$ cat config.mk
export PLATFORM = sky130hd
export DESIGN_NAME = err_demod_sync_gen
export DESIGN_NICKNAME = d
export VERILOG_FILES = /design/src/rtl/fog_demod_pkg.sv /design/src/rtl/sync_pulse_delay.sv /design/src/rtl/err_demod_sync_gen.sv
export SDC_FILE = /design/constraint.sdc
export NUM_CORES = 1
export LEC_CHECK = 0
export ABC_AREA = 1
export CORE_UTILIZATION = 62
export DETAILED_ROUTE_END_ITERATION = 7
export GPL_TIMING_DRIVEN = 0
export PLACE_DENSITY = 0.92
export SYNTH_ARGS = -nofsm -noshare
export SYNTH_HDL_FRONTEND = slang
export SYNTH_SLANG_ARGS = --single-unit
$ cat constraint.sdc
create_clock -name i_clk -period 4.4 [get_ports i_clk]
set_input_delay 0.88 -clock i_clk [delete_from_list [all_inputs] [get_ports i_clk]]
set_output_delay 0.88 -clock i_clk [all_outputs]
set_load 0.01 [all_outputs]
$ cat src/rtl/fog_demod_pkg.sv
// rtl/fog_demod_pkg.sv - shared types and limits for the FOG square-wave demodulator
package fog_demod_pkg;

  typedef enum logic [1:0] {
    DM_IDLE = 2'd0,
    DM_POS  = 2'd1,
    DM_NEG  = 2'd2
  } demod_state_t;

  localparam int unsigned MIN_HALF_PERIOD = 2;

  // Working width for the saturating subtract; must exceed ADC_W+CNT_W+2 and ERR_W.
  localparam int SAT_W = 64;

  function automatic logic signed [SAT_W-1:0] sat_max(input int w);
    logic signed [SAT_W-1:0] one;
    one = 1;
    return (one <<< (w - 1)) - one;
  endfunction

  function automatic logic signed [SAT_W-1:0] sat_min(input int w);
    logic signed [SAT_W-1:0] one;
    one = 1;
    return -(one <<< (w - 1));
  endfunction

endpackage

$ cat src/rtl/sync_pulse_delay.sv
// rtl/sync_pulse_delay.sv - shift-register delay of a single-clock pulse
module sync_pulse_delay #(
  parameter int DLY = 2
) (
  input  logic i_clk,
  input  logic i_rst,
  input  logic i_pulse,
  output logic o_pulse
);

  logic [DLY-1:0] sr_q;
  logic [DLY-1:0] sr_d;

  always_comb begin
    sr_d = (sr_q << 1) | DLY'(i_pulse);
  end

  always_ff @(posedge i_clk) begin
    if (i_rst) begin
      sr_q <= '0;
    end else begin
      sr_q <= sr_d;
    end
  end

  assign o_pulse = sr_q[DLY-1];

endmodule

$ cat src/rtl/err_demod_sync_gen.sv
// rtl/err_demod_sync_gen.sv - square-wave modulation, half-period integration and error/strobe generation
module err_demod_sync_gen
  import fog_demod_pkg::*;
#(
  parameter int ADC_W    = 14,
  parameter int CNT_W    = 16,
  parameter int ERR_W    = 32,
  parameter int SYNC_DLY = 2
) (
  input  logic                    i_clk,
  input  logic                    i_rst,
  input  logic                    i_en,
  input  logic signed [ADC_W-1:0] i_adc,
  input  logic [CNT_W-1:0]        i_half_period,
  input  logic [CNT_W-1:0]        i_wait_cnt,
  input  logic                    i_polarity,
  output logic                    o_mod_sq,
  output logic [ERR_W-1:0]        o_err,
  output logic                    o_step_sync,
  output logic                    o_step_sync_dly
);

  localparam int ACC_W = ADC_W + CNT_W;
  localparam logic signed [SAT_W-1:0] ERR_MAX = sat_max(ERR_W);
  localparam logic signed [SAT_W-1:0] ERR_MIN = sat_min(ERR_W);

  demod_state_t             state_q, state_d;
  logic [CNT_W-1:0]         cnt_q, cnt_d;
  logic [CNT_W-1:0]         hp_q, hp_d;
  logic [CNT_W-1:0]         wt_q, wt_d;
  logic signed [ACC_W-1:0]  acc_p_q, acc_p_d;
  logic signed [ACC_W-1:0]  acc_n_q, acc_n_d;
  logic                     wrap_q, wrap_d;
  logic                     upd_q, upd_d;
  logic                     sync_q, sync_d;
  logic                     mod_sq_q, mod_sq_d;
  logic [ERR_W-1:0]         err_q, err_d;

  logic                     last_smp;
  logic                     take_smp;
  logic [CNT_W-1:0]         hp_in;
  logic signed [ACC_W-1:0]  adc_ext;
  logic signed [ACC_W-1:0]  acc_p_base;
  logic signed [SAT_W-1:0]  diff;
  logic [ERR_W-1:0]         err_sat;

  always_comb begin
    diff = {{(SAT_W-ACC_W){acc_p_q[ACC_W-1]}}, acc_p_q}
         - {{(SAT_W-ACC_W){acc_n_q[ACC_W-1]}}, acc_n_q};
    if (i_polarity) begin
      diff = -diff;
    end
    if (diff > ERR_MAX) begin
      err_sat = ERR_MAX[ERR_W-1:0];
    end else if (diff < ERR_MIN) begin
      err_sat = ERR_MIN[ERR_W-1:0];
    end else begin
      err_sat = diff[ERR_W-1:0];
    end
  end

  always_comb begin
    last_smp   = (cnt_q == hp_q - CNT_W'(1));
    take_smp   = (cnt_q >= wt_q);
    hp_in      = (i_half_period < CNT_W'(MIN_HALF_PERIOD)) ? CNT_W'(MIN_HALF_PERIOD) : i_half_period;
    adc_ext    = {{CNT_W{i_adc[ADC_W-1]}}, i_adc};
    // First POS clock after a wrap is cycle E: the finished period is folded into o_err here.
    acc_p_base = wrap_q ? '0 : acc_p_q;

    state_d = state_q;
    cnt_d   = cnt_q;
    hp_d    = hp_q;
    wt_d    = wt_q;
    acc_p_d = acc_p_q;
    acc_n_d = acc_n_q;
    err_d   = err_q;
    wrap_d  = 1'b0;
    upd_d   = 1'b0;
    sync_d  = upd_q;

    if (!i_en) begin
      state_d = DM_IDLE;
      cnt_d   = '0;
      acc_p_d = '0;
      acc_n_d = '0;
    end else begin
      case (state_q)
        DM_IDLE: begin
          state_d = DM_POS;
          cnt_d   = '0;
          hp_d    = hp_in;
          wt_d    = i_wait_cnt;
        end
        DM_POS: begin
          acc_p_d = take_smp ? acc_p_base + adc_ext : acc_p_base;
          if (wrap_q) begin
            acc_n_d = '0;
            err_d   = err_sat;
            upd_d   = 1'b1;
          end
          if (last_smp) begin
            state_d = DM_NEG;
            cnt_d   = '0;
          end else begin
            cnt_d = cnt_q + CNT_W'(1);
          end
        end
        DM_NEG: begin
          if (take_smp) begin
            acc_n_d = acc_n_q + adc_ext;
          end
          if (last_smp) begin
            state_d = DM_POS;
            cnt_d   = '0;
            hp_d    = hp_in;
            wt_d    = i_wait_cnt;
            wrap_d  = 1'b1;
          end else begin
            cnt_d = cnt_q + CNT_W'(1);
          end
        end
        default: begin
          state_d = DM_IDLE;
          cnt_d   = '0;
        end
      endcase
    end

    mod_sq_d = (state_d == DM_POS);
  end

  always_ff @(posedge i_clk) begin
    if (i_rst) begin
      state_q  <= DM_IDLE;
      cnt_q    <= '0;
      hp_q     <= '0;
      wt_q     <= '0;
      acc_p_q  <= '0;
      acc_n_q  <= '0;
      wrap_q   <= 1'b0;
      upd_q    <= 1'b0;
      sync_q   <= 1'b0;
      mod_sq_q <= 1'b0;
      err_q    <= '0;
    end else begin
      state_q  <= state_d;
      cnt_q    <= cnt_d;
      hp_q     <= hp_d;
      wt_q     <= wt_d;
      acc_p_q  <= acc_p_d;
      acc_n_q  <= acc_n_d;
      wrap_q   <= wrap_d;
      upd_q    <= upd_d;
      sync_q   <= sync_d;
      mod_sq_q <= mod_sq_d;
      err_q    <= err_d;
    end
  end

  sync_pulse_delay #(
    .DLY (SYNC_DLY)
  ) u_sync_dly (
    .i_clk   (i_clk),
    .i_rst   (i_rst),
    .i_pulse (sync_q),
    .o_pulse (o_step_sync_dly)
  );

  assign o_mod_sq    = mod_sq_q;
  assign o_err       = err_q;
  assign o_step_sync = sync_q;

endmodule
==> results of run 1 <==
## timing repair
item	in CTS	in global routing
pin swaps	0	4
buffers inserted	0	4
gates resized for setup	1	15
endpoints found under the setup margin	4	31
## where the power goes
part	switching, uW	leakage (uW)	internal (uW)
Combinational	954	0.00638	498
Sequential	29.0	0.00120	1370
Clock	731	0.000295	819
## final timing paths
path	endpoint	slack, ns	cells after the start
worst max-delay path	o_err[11]$_SDFFE_PP0P_	0.19	25
worst min-delay path	u_sync_dly.sr_q[1]$_SDFF_PP0_	0.39	2
worst max register to register	o_err[11]$_SDFFE_PP0P_	0.19	25
worst min register to register	u_sync_dly.sr_q[1]$_SDFF_PP0_	0.39	2
## stage by stage
step	worst slack (ns)	total power (uW)	utilization
after detailed placement	0.0482	2780	0.695
after floorplan	0.723	2450	-
after global routing	-0.0399	4610	0.728
final	0.190	4400	0.728
after global placement	-0.556	2740	0.695
after CTS	0.0251	4310	0.724
## cells in the final DEF, fill, tap and decap left out, types with 21 or more instances in the layout
cell and instances:
inv_1 367, nor2_1 182, o21ai_0 76, o211ai_1 28, xor2_1 59, o21a_1 34, nor3_1 21, nand2_1 666
dfxtp_1 147, nand4_1 28, clkbuf_1 34, ha_1 113, nand3_1 162, a21oi_1 182, xnor2_1 29, clkdlybuf4s50_1 83
## final cells by class
type / count / share of cell area
Clock inverter: 15 / 0.0115
Timing Repair Buffer: 88 / 0.0559
Clock buffer: 17 / 0.0275
Buffer: 57 / 0.0187
Inverter: 372 / 0.0901
Sequential cell: 148 / 0.191
Multi-Input combinational cell: 1684 / 0.583
Tap cell: 275 / 0.0222
## kinds of logic after synthesis
| logic type | after synthesis |
|---|---|
| fa+ha+maj | 116 |
| simple gates | 1120 |
| buf+inv | 429 |
| xor+xnor | 88 |
| compound gates | 360 |
| flops | 148 |
## registers in the layout (all words and copies together), names as in the netlist, 2 cells and up
name / count
u_sync_dly.sr_q: 2
wt_q: 16
o_err: 32
state_q: 2
acc_p_q: 30
cnt_q: 16
acc_n_q: 30
hp_q: 16
## metal layers
layer  track usage  vias up  share of wire
met2         0.622      607           0.47
met3        0.0706      189          0.080
met1         0.426     6762           0.40
li1              -     7463              -
met5             0        -        0.00025
met4         0.195        2          0.050
## worst min-delay path: cells and delay by family, from the launching register on
family | cells | cell delay (ns)
flip-flops | 1 | 0.30
buffers and inverters | 1 | 0.04
AND/OR/NAND/NOR | 1 | 0.03
==> results_dict.tcl, run 1 <==
set metrics [dict create \
    io_pins 85 \
    routedWlPerCell_um 15.2 \
    fin_cells 2656 \
    synth_top_family_by_area "simple AND/OR/NAND/NOR gates" \
    ant_nets 0 \
    antenna_found_initial 1 \
    cp.arrival_ns 4.60 \
    fin_area_mm2 0.0155 \
    synth-xor-area-share 0.0566 \
    fillers 1742 \
    synthFlopType "dfxtp_1" \
    cts_htree_levels 4 \
    ff_latch_area_mm2 0.00296 \
    grt_max_degree 36 \
    whs_ns 0.395 \
    synth-simple-area-share 0.344 \
    syn-cell-area_mm2 0.0136 \
    p_per_area_mw_per_mm2 284 \
    setup_tns_ns 0 \
    cts_tree "done" \
    critPathLaunch "acc_p_q[0]$_SDFFE_PP0P_" \
    finalHoldViolations 0 \
    cp_max_fo 10 \
    syn_area_per_cell_um2 6.02 \
    place.gp.congestion 1.04 \
    grt_pass1_vias 14190 \
    failed_checks "DRC" \
    synth_most_common_cell "nand2_1" \
    synth_compound_area_frac 0.151 \
    cp.required_ns 4.79 \
    drc_errors 1 \
    synth_top_area_cell "dfxtp_1" \
    synthArstFlopShare 0 \
    clk_pin_slew_ns 0.08 \
    cts_buffers 17 \
    rows 53 \
    synth_seq_area_share 0.218 \
    num_vias 15023 \
    ys_top_cells_by_count "nand2_1 (667), inv_1 (368), nor2_1 (184), a21oi_1 (182), nand3_1 (167)" \
    ys_ff_latch 148 \
    crit_path_frequent_cell "nand2_1" \
    synth_fa_ha_area_frac 0.108 \
    peakVddDrop_uv 252 \
    worst_pin_slew_ns 0.874 \
    port_buffers 84 \
    fin_nets 2534 \
    dieArea_mm2 0.0226 \
    synthMuxAreaShare 0 \
    first_iter_violations 1303 \
    clk_path_buf_depth 2 \
    p_leak_uw 0.00787 \
    die_h_um 150 \
    dp_cells 2620 \
    yosysTopAreaCellShare 0.218 \
    fin_crit_sh 0.957 \
    grtUsageTotal 0.363 \
    dp_hpwl_um 31600 \
    area_delta_synth_final_pct 13.8 \
    cpPeakStageDelay_ns 0.46 \
    cpLargestDelayFamily "simple AND/OR/NAND/NOR gates" \
    syn_nets 2427 \
    worstSetupStartpointType "register" \
    finalSetupViolations 0 \
    start_util 0.640 \
    clock-sinks 148 \
    fmax_mhz 238 \
    fin_crit_ns 4.21 \
    grt_pass1_wl_um 65100 \
    dpl_cell_area_mm2 0.0148 \
    hold_class "register to register" \
    slew_viol_final 0 \
    critPathBufInv 4 \
    setup.worst_path.class "register to register" \
    num_antenna_cells 0 \
    cts_hold_buf 0 \
    viasPerCell 5.66 \
    fin_worst_skew_ns 0.0113 \
    slew_headroom 0.418 \
    drive_gt1_frac 0.0433 \
    synth_edf_count 0 \
    firstDrtPassIters 8 \
    multi_input_area_mm2 0.00903 \
    ys_types 49 \
    ys_warn_count 0 \
    drt_wl_total_um 40400 \
    core_area_mm2 0.0213 \
    overflow 0 \
    syn_inst 2261 \
    clk_latency_ns 0.44 \
    status "complete, but fails checks" \
    r2r_start "acc_p_q[0]$_SDFFE_PP0P_" \
    ctsRootBufferMaster "clkbuf_16" \
    synthTopCellsByArea "dfxtp_1 (22%), nand2_1 (18%), ha_1 (10%)" \
    hold_start "u_sync_dly.sr_q[0]$_SDFF_PP0_" \
    critPathCaptureType "register" \
    die_w_um 150 \
    cp_slowest_cell "or3b_2" \
    maxCapViolations 0 \
]
Note: power is estimated with default switching activity, not from simulation.
==> run 2, diff against run 1 <==
Settings changed: SLEW_MARGIN from default to 20.
==> run 2 against run 1 <==
Compared with the run above:
- the flow now finishes without violations
- sequential share of layout area barely moved
- count of clock-buffer cells in the layout rose by 1
- power fell by 0.32%
- via count rose by 0.38%
- clock skew rose by 0.00095 ns
- flip-flop and latch count did not move
- combinational power barely moved
- highest routed layer unchanged
==> results_dict.tcl, run 2 (synthesis gave the netlist of run 1 again) <==
set metrics [dict create \
    grtUsageTotal 0.359 \
    cp.arrival_ns 4.69 \
    fin_nets 2535 \
    drt_wl_total_um 40400 \
    grt_pass1_vias 14057 \
    cts_tree "done" \
    num_vias 15080 \
    critPathBufInv 3 \
    cp.required_ns 4.74 \
    area_delta_synth_final_pct 13.9 \
    fin_crit_sh 0.989 \
    largest_reg_flops 32 \
    die_w_um 150 \
    fin_worst_skew_ns 0.0123 \
    reg2reg_depth 24 \
    num_antenna_cells 0 \
    clk_path_buf_depth 2 \
    cpPeakStageDelay_ns 0.45 \
    cpLargestDelayFamily "simple AND/OR/NAND/NOR gates" \
    cts_htree_levels 4 \
    port_buffers 84 \
    status "finished, final reports clean" \
    clk_latency_ns 0.45 \
    grt_max_degree 19 \
    ant_nets 0 \
    holdPathStages 2 \
    cp_slowest_cell "or3b_2" \
    cts_buffers 17 \
    critPathCaptureType "register" \
    clock-sinks 148 \
    dp_hpwl_um 31600 \
    worstSetupStartpointType "register" \
    fin_util 0.729 \
    slew_headroom 0.429 \
    worst_pin_slew_ns 0.853 \
    viasPerCell 5.68 \
    cts_hold_buf 0 \
    routedWlPerCell_um 15.2 \
    drive_gt1_frac 0.0437 \
    final_cell_mix "nand2_1 (664), inv_1 (367), nor2_1 (182), a21oi_1 (182), nand3_1 (163)" \
    rows 53 \
    drc_errors 0 \
    fin_crit_ns 4.35 \
    firstDrtPassIters 6 \
    start_util 0.640 \
    p_per_area_mw_per_mm2 282 \
    final_common_cell "nand2_1" \
    antenna_found_initial 1 \
    finalHoldViolations 0 \
    slew_viol_final 0 \
    crit_chain "ha_1 > inv_2 > fa_2 > nand3_1 > nand3_2 > nand2_1 > nand2_1 > nand2_1 > nand2_2 > nor2_4 > nand3_1 > nor2_2 > nand3_2 > nor2_2 > nand2_1 > or3b_2 > ha_1 > o31ai_2 > nand4_1 > nand3_2 > buf_6 > nand3_1 > nand2_1 > inv_1" \
    p_leak_uw 0.00788 \
    cp_num_cells 24 \
    grt_pass1_wl_um 64300 \
    power_uw 4380 \
    dieArea_mm2 0.0226 \
    core_area_mm2 0.0213 \
    first_iter_violations 1279 \
    maxCapViolations 0 \
    setup_tns_ns 0 \
    io_pins 85 \
    cp_max_fo 10 \
    place.gp.congestion 1.04 \
    finalSetupViolations 0 \
    setup.worst_path.class "register to register" \
    clk_pin_slew_ns 0.07 \
    die_h_um 150 \
    peakVddDrop_uv 231 \
    overflow 0 \
    ctsRootBufferMaster "clkbuf_16" \
    hold_class "register to register" \
    fmax_mhz 230 \
    crit_path_frequent_cell "nand2_1" \
]
run 2: cell count changes in the layout (fill, tap and decap cells not counted), sizes merged:
| cell | change |
|---|---|
| buf | +1 |
| clkinv | +1 |
| clkbuf | +1 |
| clkinvlp | -1 |
| inv | -1 |
run 2: stage by stage:
stage,hold slack (ns),setup WS (ns),instances,cell area (um^2)
after CTS,0.393,0.0109,2653,15400
final,0.394,0.0490,2657,15500
after global routing,0.402,-0.0592,2657,15500
after global placement,0.390,-0.556,2620,14800
after floorplan,0.388,0.723,2261,13600
after detailed placement,0.394,0.0359,2621,14800
run 2: cell type report:
type	count	area [um^2]
multi-input combinational	1684	9030
inverter	372	1400
timing repair buffer	89	893
sequential	148	2960
buffer	57	293
clock inverter	14	156
clock buffer	18	439
fill	1704	5770
tap	275	344
run 2: metal layers:
metal	GRT usage	vias up	part of all wire
met2	0.614	589	0.47
met5	0	-	0.00032
met3	0.0603	164	0.081
met4	0.191	2	0.045
met1	0.428	6871	0.40
li1	-	7454	-
run 2: worst paths after layout:
check                                  endpoint                     startpoint  slack (ns)
hold reg to reg   u_sync_dly.sr_q[1]$_SDFF_PP0_  u_sync_dly.sr_q[0]$_SDFF_PP0_        0.39
setup / recovery         o_err[11]$_SDFFE_PP0P_        acc_n_q[0]$_SDFFE_PP0P_        0.05
setup reg to reg         o_err[11]$_SDFFE_PP0P_        acc_n_q[0]$_SDFFE_PP0P_        0.05
hold / removal    u_sync_dly.sr_q[1]$_SDFF_PP0_  u_sync_dly.sr_q[0]$_SDFF_PP0_        0.39
run 2: worst reg2reg max path, stage by stage, from the launching register on:
cell	delay [ns]
dfxtp_1	0.39
ha_1	0.22
inv_2	0.08
fa_2	0.40
nand3_1	0.14
nand3_2	0.12
nand2_1	0.10
nand2_1	0.11
nand2_1	0.11
nand2_2	0.11
nor2_4	0.12
nand3_1	0.10
nor2_2	0.18
nand3_2	0.15
nor2_2	0.14
nand2_1	0.08
or3b_2	0.45
ha_1	0.23
o31ai_2	0.22
nand4_1	0.20
nand3_2	0.19
buf_6	0.17
nand3_1	0.10
nand2_1	0.10
inv_1	0.05
run 2: timing repair:
item                       in CTS  in global routing
pin swaps                       0                  5
buffers inserted                0                  4
setup endpoints to repair       1                 31
resized for setup               1                 16
run 2: report_power, final:
group / total (uW) / switching [uW] / internal (uW)
logic: 1450 / 952 / 500
clock network: 1540 / 711 / 825
registers: 1390 / 28.5 / 1370
total: 4380 / 1690 / 2690
==> run 3, diff against run 2 <==
Settings changed: SKIP_CTS_REPAIR_TIMING from default to 1.
==> run 3 against run 2 <==
Compared with the run above:
- worst setup slack improved by 0.023 ns
- clock skew up 0.00059 ns
- register-to-register slack improved by 0.02 ns
- via count is essentially flat
- combinational power about the same
- power about the same
- design area did not move
- first-iteration DRC count increased by 9.5%
- global-route usage about the same
- maximum frequency is 0.52% higher
- clock power is essentially flat
- cell count unchanged
- critical path type unchanged
==> results_dict.tcl, run 3 (synthesis gave the netlist of run 1 again) <==
set metrics [dict create \
    ff2ff_setup_slack_ns 0.07 \
    core_area_mm2 0.0213 \
    crit_end "o_err[11]$_SDFFE_PP0P_" \
    dieArea_mm2 0.0226 \
    p_leak_uw 0.00788 \
    num_antenna_cells 0 \
    reg2reg_depth 25 \
    hold_start "u_sync_dly.sr_q[0]$_SDFF_PP0_" \
    dp_cells 2621 \
    worst_pin_slew_ns 0.872 \
    fin_nets 2535 \
    hold_class "register to register" \
    largest_reg_flops 32 \
    peakVddDrop_uv 231 \
    dp_hpwl_um 31600 \
    start_util 0.640 \
    fmax_mhz 231 \
    area_delta_synth_final_pct 13.9 \
    maxCapViolations 0 \
    fin_worst_skew_ns 0.0129 \
    slew_headroom 0.417 \
    critPathLaunch "acc_p_q[0]$_SDFFE_PP0P_" \
    cp.arrival_ns 4.67 \
    cp_max_fo 10 \
    finalSetupViolations 0 \
    drc_errors 0 \
    status "finished, final reports clean" \
    firstDrtPassIters 6 \
    grtUsageTotal 0.358 \
    clk_latency_ns 0.45 \
    cts_tree "done" \
    cts_buffers 17 \
    p_per_area_mw_per_mm2 283 \
    fin_crit_sh 0.984 \
    routedWlPerCell_um 15.2 \
    cts_htree_levels 4 \
    grt_pass1_vias 14043 \
    ant_nets 0 \
    r2r_start "acc_p_q[0]$_SDFFE_PP0P_" \
    critPathCaptureType "register" \
    setup.worst_path.class "register to register" \
    viasPerCell 5.68 \
    ctsRootBufferMaster "clkbuf_16" \
    clk_path_buf_depth 2 \
    fin_crit_ns 4.33 \
    final_cell_mix "nand2_1 (664), inv_1 (367), nor2_1 (182), a21oi_1 (182), nand3_1 (163)" \
    die_w_um 150 \
    fin_cells 2657 \
    io_pins 85 \
    grt_pass1_wl_um 64300 \
    drt_wl_total_um 40300 \
    final_common_cell "nand2_1" \
    slew_viol_final 0 \
    rows 53 \
    die_h_um 150 \
    first_iter_violations 1400 \
    cp.required_ns 4.74 \
    pre_cts_ws_ns 0.0359 \
    worstReg2RegEnd "o_err[11]$_SDFFE_PP0P_" \
    worstSetupStartpointType "register" \
    finalHoldViolations 0 \
    clock-sinks 148 \
    clk_pin_slew_ns 0.07 \
    antenna_found_initial 1 \
    fin_ws_ns 0.0716 \
    num_vias 15085 \
    drive_gt1_frac 0.0437 \
    place.gp.congestion 1.04 \
    overflow 0 \
    port_buffers 84 \
    grt_max_degree 19 \
]
==> run 3: power by group <==
part           switching (uW)  internal, uW  total (uW)
Sequential               28.4          1370        1390
Clock                     714           825        1540
Combinational             951           500        1450
Total                    1690          2690        4380
==> run 3: layout make-up <==
type                    count  area, um^2
flip-flops and latches    148        2960
repair buffers             89         893
multi-input cells        1684        9030
plain buffers              57         293
clock buffers              18         439
well taps                 275         344
fillers                  1702        5770
inverters                 372        1400
clock inverters            14         156
==> run 3: critical path: stages, from the launching register on <==
cell and delay, ns:
dfxtp_1 0.32, inv_1 0.09, ha_1 0.20, inv_2 0.08, fa_2 0.40, nand3_1 0.14, nand3_2 0.12, nand2_1 0.10
nand2_1 0.11, nand2_1 0.11, nand2_2 0.11, nor2_4 0.12, nand3_1 0.10, nor2_2 0.18, nand3_2 0.14, nor2_2 0.13
nand2_1 0.08, or3b_2 0.45, ha_1 0.23, o31ai_2 0.22, nand4_1 0.20, nand3_2 0.18, buf_6 0.16, nand3_1 0.10
nand2_1 0.10, inv_1 0.05
==> run 3: routing by layer <==
metal  track usage  routed length (um)  vias up
met4         0.191                1940        2
met2         0.613               18900      603
met3        0.0603                3140      176
met1         0.428               16400     6849
li1              -                   -     7455
met5             0                  13        -
==> run 3: stage by stage <==
stage          hold WS, ns  cell area (um^2)  total power [uW]   util  setup TNS [ns]
6_report             0.393             15500              4380  0.729               0
5_1_grt              0.402             15500              4590  0.729          -0.698
4_1_cts              0.393             15400              4290  0.725         -0.0202
3_5_place_dp         0.394             14800              2780  0.697               0
3_3_place_gp         0.390             14800              2740  0.695           -3.37
2_1_floorplan        0.388             13600              2450      -               0
==> run 3: worst min-delay path by stage <==
| stage | to | slack [ns] | cells after the start |
|---|---|---|---|
| floorplan | o_step_sync$_SDFF_PP0_ | 0.39 | 2 |
| global placement | o_step_sync$_SDFF_PP0_ | 0.39 | 2 |
| detailed placement | u_sync_dly.sr_q[1]$_SDFF_PP0_ | 0.39 | 2 |
| CTS | u_sync_dly.sr_q[1]$_SDFF_PP0_ | 0.39 | 2 |
| global route | u_sync_dly.sr_q[1]$_SDFF_PP0_ | 0.40 | 2 |
| finish | u_sync_dly.sr_q[1]$_SDFF_PP0_ | 0.39 | 2 |
